$ cat src/rtl/data_sram_arb.sv
// Arbitrates the data SRAM-like master port between the load/store pipeline and the write buffer.
// One transaction in flight; loads get priority until the write buffer has waited STARVE_MAX grants.
module data_sram_arb #(
  parameter int STARVE_MAX = 4
) (
  input  logic        clk,
  input  logic        resetn,
  input  logic        flush,
  input  logic        stall_mem,
  input  logic        ls_req,
  input  logic        ls_wr,
  input  logic [1:0]  ls_size,
  input  logic [31:0] ls_addr,
  input  logic [3:0]  ls_wstrb,
  input  logic [31:0] ls_wdata,
  output logic [31:0] ls_rdata,
  output logic        ls_rvalid,
  output logic        stallreq,
  input  logic        wb_req,
  input  logic [31:0] wb_addr,
  input  logic [3:0]  wb_wstrb,
  input  logic [31:0] wb_wdata,
  output logic        wb_ack,
  output logic        data_req,
  output logic        data_wr,
  output logic [1:0]  data_size,
  output logic [31:0] data_addr,
  output logic [3:0]  data_wstrb,
  output logic [31:0] data_wdata,
  input  logic        data_addr_ok,
  input  logic        data_data_ok,
  input  logic [31:0] data_rdata
);

  typedef enum logic [1:0] {IDLE, ADDR, WAIT, RESP} state_t;

  localparam logic [31:0] STARVE_LIM = STARVE_MAX;

  state_t      state_reg, state_next;
  logic        owner_wb_reg;
  logic        drop_reg;
  logic [2:0]  starve_cnt_reg;
  logic [31:0] rdata_buf_reg;
  logic        wr_reg;
  logic [1:0]  size_reg;
  logic [31:0] addr_reg;
  logic [3:0]  wstrb_reg;
  logic [31:0] wdata_reg;

  logic ls_win;
  logic wb_win;
  logic dropped;
  logic rvalid;

  assign ls_win  = ls_req & ~flush & (~wb_req | (32'(starve_cnt_reg) < STARVE_LIM));
  assign wb_win  = ~ls_win & wb_req;
  // A flush arriving in the same cycle as data_ok still cancels the load.
  assign dropped = drop_reg | flush;

  always_ff @(posedge clk) begin
    if (!resetn) begin
      state_reg <= IDLE;
    end else begin
      state_reg <= state_next;
    end
  end

  always_comb begin
    state_next = state_reg;
    case (state_reg)
      IDLE: if (ls_win || wb_win) state_next = ADDR;
      ADDR: if (data_addr_ok) state_next = WAIT;
      WAIT: begin
        if (data_data_ok) begin
          state_next = (owner_wb_reg || dropped) ? IDLE : RESP;
        end
      end
      RESP: if (flush || !stall_mem) state_next = IDLE;
      default: state_next = IDLE;
    endcase
  end

  always_ff @(posedge clk) begin
    if (!resetn) begin
      owner_wb_reg   <= 1'b0;
      drop_reg       <= 1'b0;
      starve_cnt_reg <= 3'd0;
      rdata_buf_reg  <= 32'd0;
      wr_reg         <= 1'b0;
      size_reg       <= 2'd0;
      addr_reg       <= 32'd0;
      wstrb_reg      <= 4'd0;
      wdata_reg      <= 32'd0;
    end else begin
      if (state_reg == IDLE && ls_win) begin
        owner_wb_reg <= 1'b0;
        wr_reg       <= ls_wr;
        size_reg     <= ls_size;
        addr_reg     <= ls_addr;
        wstrb_reg    <= ls_wstrb;
        wdata_reg    <= ls_wdata;
        if (wb_req && starve_cnt_reg != 3'd7) begin
          starve_cnt_reg <= starve_cnt_reg + 3'd1;
        end
      end else if (state_reg == IDLE && wb_win) begin
        owner_wb_reg   <= 1'b1;
        wr_reg         <= 1'b1;
        size_reg       <= 2'b10;
        addr_reg       <= wb_addr;
        wstrb_reg      <= wb_wstrb;
        wdata_reg      <= wb_wdata;
        starve_cnt_reg <= 3'd0;
      end

      if (state_next == IDLE) begin
        drop_reg <= 1'b0;
      end else if (!owner_wb_reg && flush && (state_reg == ADDR || state_reg == WAIT)) begin
        drop_reg <= 1'b1;
      end

      if (state_reg == WAIT && data_data_ok && !owner_wb_reg && !dropped) begin
        rdata_buf_reg <= wr_reg ? 32'd0 : data_rdata;
      end
    end
  end

  // Handshake outputs are gated by resetn so they read 0 throughout reset.
  always_comb begin
    rvalid     = resetn & (state_reg == RESP) & ~stall_mem & ~flush;
    ls_rvalid  = rvalid;
    ls_rdata   = resetn ? rdata_buf_reg : 32'd0;
    stallreq   = resetn & ls_req & ~flush & ~rvalid;
    wb_ack     = resetn & (state_reg == WAIT) & data_data_ok & owner_wb_reg;
    data_req   = resetn & (state_reg == ADDR);
    data_wr    = wr_reg;
    data_size  = size_reg;
    data_addr  = addr_reg;
    data_wstrb = wstrb_reg;
    data_wdata = wdata_reg;
  end

endmodule

$ cat config.mk
export PLATFORM = sky130hd
export DESIGN_NAME = data_sram_arb
export DESIGN_NICKNAME = d
export VERILOG_FILES = /design/src/rtl/data_sram_arb.sv
export SDC_FILE = /design/constraint.sdc
export NUM_CORES = 1
export LEC_CHECK = 0
export ABC_CLOCK_PERIOD_IN_PS = 1600
export BUFFER_PORTS_ARGS = -buffer_cell sky130_fd_sc_hd__clkbuf_2
export CAP_MARGIN = 20
export CORE_ASPECT_RATIO = 1.1
export CORE_MARGIN = 4
export CORE_UTILIZATION = 40
export CTS_CLUSTER_SIZE = 40
export DETAILED_ROUTE_END_ITERATION = 10
export PLACE_DENSITY = 0.76
export SLEW_MARGIN = 10
export SYNTH_ARGS = -nofsm -noshare
export SYNTH_HDL_FRONTEND = slang
export SYNTH_SLANG_ARGS = --single-unit
$ cat constraint.sdc
create_clock -name clk -period 1.6 [get_ports clk]
set_input_delay 0 -clock clk [delete_from_list [all_inputs] [get_ports clk]]
set_output_delay 0 -clock clk [all_outputs]
set_load 0.005 [all_outputs]
Yosys cells after proc, flatten, opt, wreduce, memory -nomap -nowiden
Cells that the tools add are included.

word-level totals
  register bits = 110
  bits of input ports = 179
  output and inout bits = 107

cells by class
  $add $sub $neg = 1
  $lt $le $gt $ge = 1
  eq/ne operators = 5
  multiplexer cells = 21
  bitwise gates (word level) = 21
  reductions and logical operators = 21

operators by type and width
  cell                                                                      number
  32-bit two-way mux                                                        6
  2-bit two-way mux                                                         7
  1-bit bitwise AND                                                         13
  3-bit two-way mux                                                         3
  1-bit logical AND                                                         8
  4-bit two-way mux                                                         2
  2-bit one-hot mux with 4 select lines                                     1
  1-bit inverter                                                            6
  2-bit equality test (second input constant)                               2
  2-bit zero test                                                           2
  1-bit logical OR                                                          4
  2-bit OR reduction                                                        2
  3-bit by 1-bit adder with 3-bit output (second input constant)            1
  1-bit zero test                                                           3
  3-bit < comparator (second input constant)                                1
  3-bit inequality test (second input constant)                             1
  2-bit by 1-bit equality test with 1-bit output (second input constant)    1
  1-bit two-way mux                                                         2
  2-bit by 1-bit inequality test with 1-bit output (second input constant)  1
  1-bit OR                                                                  2
  2-bit AND reduction                                                       1
  2-bit nonzero test                                                        1

Longest topological paths before layout
  depth after elaboration = 10
  depth in mapped cells = 8
  depth with buffers taken out = 6

Worst setup path after synthesis
Ideal clock, no wire load.

  path kind = register -> register
  start = reg state_reg[1]
  end = reg wdata_reg[14] (netlist: data_wdata[14])
  setup time = 0.136 ns
  arrival time = 1.459 ns
  data required time = 1.464 ns
  slack = 0.005 ns
  stages on the path, launching flop included = 9
  buffers on the path = 3
  period minus slack after synthesis = 1.595 ns
  path through = dfxtp_1 > inv_1 > ha_1 > buf_2 > and3_2 > buf_6 > buf_12 > o221ai_2 > a21oi_2

on the way
  cells in the longest elaborated chain, start to end = 3

RTL lines
  element                                                   line     source
  start: declaration                                        39       state_t state_reg, state_next;
  start signal: assignment                                  64       state_reg <= state_next;
  2-bit zero test (*)                                       95, 105
  1-bit logical AND (on tied branches)                      95, 105
  32-bit two-way mux or 2-bit nonzero test (tied branches)  --
  end signal: assignment                                    101      wdata_reg <= ls_wdata;
  end signal: assignment                                    111      wdata_reg <= wb_wdata;
  end: declaration                                          48       logic [31:0] wdata_reg;

Every way passes the cells marked *; elsewhere a longest branch is shown, timed or not.
A chain may end at the register's enable or synchronous reset.

Worst setup path in the final report
  start = reg state_reg[1]
  end = out stallreq

on the way
  cells in the longest elaborated chain, start to end = 6

RTL lines
  element                          line  source
  2-bit equality test              129   rvalid = resetn & (state_reg == RESP) & ~stall_mem & ~flush;
  1-bit bitwise AND (3 in series)  129
  1-bit inverter                   132   stallreq = resetn & ls_req & ~flush & ~rvalid;
  1-bit bitwise AND                132
  end: declaration                 18    output logic stallreq,

Every way passes these cells.

==> flow_metrics.py <==
metrics = {
    "status": {
        "status": "finished, final reports clean",
    },
    "drt": {
        "drc": 0,
        "wire_per_inst_um": 17.69,
        "via_per_inst": 5.322,
        "drt.antenna.violating_nets": 0,
        "dr.pass1.iters": 5,
        "first_iter_violations": 463,
        "drt_wl_total_um": 20070,
        "vias": 6040,
    },
    "critical_path": {
        "worstSetupPathType": "register to output port",
        "slowest_delay_ns": 0.36,
        "endpoint_kind": "output port",
        "critPathTopFamily": "buffers and inverters",
        "critPathBufInv": 3,
        "crit_path_max_fanout": 3,
        "worst_ep_arrival_time_ns": 1.55,
        "slowest_stage": "dfxtp_4",
        "cp-start-kind": "register",
        "path_cells": "buf_6 > ha_4 > nor2b_4 > nor4b_2 > buf_4 > buf_6",
        "worstPathRequired_ns": 1.60,
        "cp_common_cell": "buf_6",
    },
    "finish": {
        "finalCoreUtilization_pct": 67.83,
        "n_fill_cell": 915,
        "drive_above_1_share_pct": 42.87,
        "nets": 1156,
        "multi_input_area_um2": 2661,
        "syn_to_final_growth_pct": 65.82,
        "ff_latch_area_um2": 2207,
    },
    "clocking": {
        "cts_tree": "yes",
        "clk_latency_ns": 0.34,
        "clk_pin_slew_ns": 0.07,
        "cts_max_level": 3,
        "cts_buffers": 9,
        "cts-root-buf": "clkbuf_16",
        "clock_sinks": 110,
        "clockBufferDepth": 2,
    },
    "floorplanning": {
        "start_util_pct": 40.91,
        "die-area_um2": 14760,
        "io-pin-count": 286,
        "core-area_um2": 12590,
        "die_height_um": 127.0,
        "fp-row-count": 43,
        "die_w_um": 116.2,
    },
    "grt": {
        "grt_usage_pct": 26.33,
        "grt_max_degree": 42,
        "grt_pass1_vias": 6466,
        "grt_pass1_wl_um": 31210,
        "gr-total-overflow": 0,
        "antenna_found_initial": 1,
    },
    "pwr": {
        "seq_power_share_pct": 43.0,
        "p_total_mw": 7.052,
        "internal_power_mw": 5.079,
        "peakVddDrop_v": 0.0008450,
        "swShare_pct": 27.98,
        "combPwrFrac_pct": 25.6,
        "clkPwrFrac_pct": 31.4,
        "p_switching_mw": 1.973,
        "leakage_nw": 3.860,
        "p_per_area_nw_per_um2": 825.8,
    },
    "placement": {
        "dp_hpwl_um": 11940,
        "place_congestion": 0.8787,
        "port_buffers": 285,
        "dp_slack_ns": 0.03641,
    },
    "sta": {
        "slew_headroom_pct": 62.11,
        "fin_crit_ns": 1.549,
        "setup_viol": 0,
        "max_freq_mhz": 645.4,
        "rsz0062_at_grt": "yes",
        "fin_crit_sh_pct": 96.84,
        "holdWs_ns": 0.01375,
        "skew_ns": 0.007027,
        "worstMarginPinSlew_ns": 0.5663,
        "drv_slew": 0,
        "hold_viol_final": 0,
        "setup_ws_ns": 0.05063,
    },
    "synth": {
        "syn_nets": 751,
        "netlist.top_cell.by_area": "dfxtp_1",
        "yosysMostFrequentCell": "dfxtp_1",
        "synth_cell_types": 39,
        "synthTopCellsByCount": "110 x dfxtp_1, 105 x nand2_1, 68 x a21oi_1",
        "syn_avg_cell_area_um2": 9.099,
        "synth_top_flop_cell": "dfxtp_1",
        "postSynthCellCount": 566,
        "syn_area_um2": 5150,
        "synthDominantCellAreaShare_pct": 42.76,
        "synth_edf_count": 0,
        "ys_warn_count": 0,
        "ys_seq_area_share_pct": 42.76,
        "netlist_top_cells_area": "dfxtp_1 43%, o221ai_2 15%, nand2_1 7.7%",
        "async_flop_share_pct": 0,
        "synth-seq-cells": 110,
    },
    "worst_hold_path": {
        "hp-class": "input port to register",
    },
    "run": {
        "maxCapViolCount": 0,
    },
}
## per-layer routing
layer  part of all wire (%)  vias up  track usage [%]
met5                      0        -                0
met4                    5.4        0            16.59
met3                    8.0       92            6.111
met2                     50      346            45.89
met1                     37     2750            28.33
li1                       -     2852                -
## timing repair
action                                  in CTS  in global routing
resized for setup                           11                 13
cloned                                       1                  1
hold buffers                               125                  0
hold endpoints to repair                    96                  0
endpoints found under the setup margin       2                 73
setup buffers                                0                  2
pin swaps                                    1                  4
## power groups by stage
stage                     clock [mW]  combinational [mW]  sequential (mW)
after floorplan                    0               0.753             3.09
after global placement             0                1.45             3.07
after detailed placement           0                1.46             3.08
after CTS                       2.27                1.71             3.02
after global routing            2.36                1.97             3.04
final                           2.21                1.81             3.03
## cell usage in the layout, fill, tap and decap left out, drive strengths merged, types with 2 or more instances in the layout
cell         instances
a21oi               75
nor2                11
nor2b                2
buf                 41
ha                   6
clkinv               2
o221ai              68
nand3b               3
a31oi                2
nand2b               3
diode                3
inv                  7
dlygate4sd3        125
o21ai               37
dfxtp              110
and2                32
nand3               34
nand2              106
clkbuf             296
## per-stage QoR
step            TNS, ns  instance area, um^2  instances
2_1_floorplan         0                 5150        566
3_3_place_gp          0                 6845        988
3_5_place_dp          0                 6845        988
4_1_cts               0                 8434       1129
5_1_grt        -0.01735                 8534       1133
6_report              0                 8539       1135
## layout make-up
| class | count | area share, % |
|---|---|---|
| antenna | 3 | 0.08791 |
| clock buffer | 11 | 2.842 |
| clock inverter | 4 | 0.5568 |
| inverter | 7 | 0.3077 |
| multi-input combinational | 392 | 31.16 |
| sequential | 110 | 25.85 |
| tap | 157 | 2.300 |
| timing repair buffer | 451 | 36.89 |
## logic make-up (layout without fill, tap and decap cells)
logic type,after synthesis,count (layout),share of synthesized area (%)
AOI/OAI and AO/OA,188,188,30.25
adders and majority gates,6,6,1.458
buffers and inverters,64,473,7.434
DFF,110,110,42.76
other,0,3,0
and+or+nand+nor,198,198,18.10
## worst min-delay path, stage by stage
cell	delay, ns
clkbuf_2	0.08
o221ai_2	0.09
a21oi_1	0.14
## final timing paths
path / slack (ns) / from / cells past startpoint / end
worst max-delay path: 0.05 / state_reg[1] / 6 / stallreq
worst min-delay path: 0.01 / ls_wdata[0] / 3 / data_wdata[0]
worst max register to register: 0.09 / owner_wb_reg / 4 / rdata_buf_reg[19]
worst min register to register: 0.45 / data_addr[8] / 2 / data_addr[8]
Note: power is estimated with default switching activity, not from simulation.
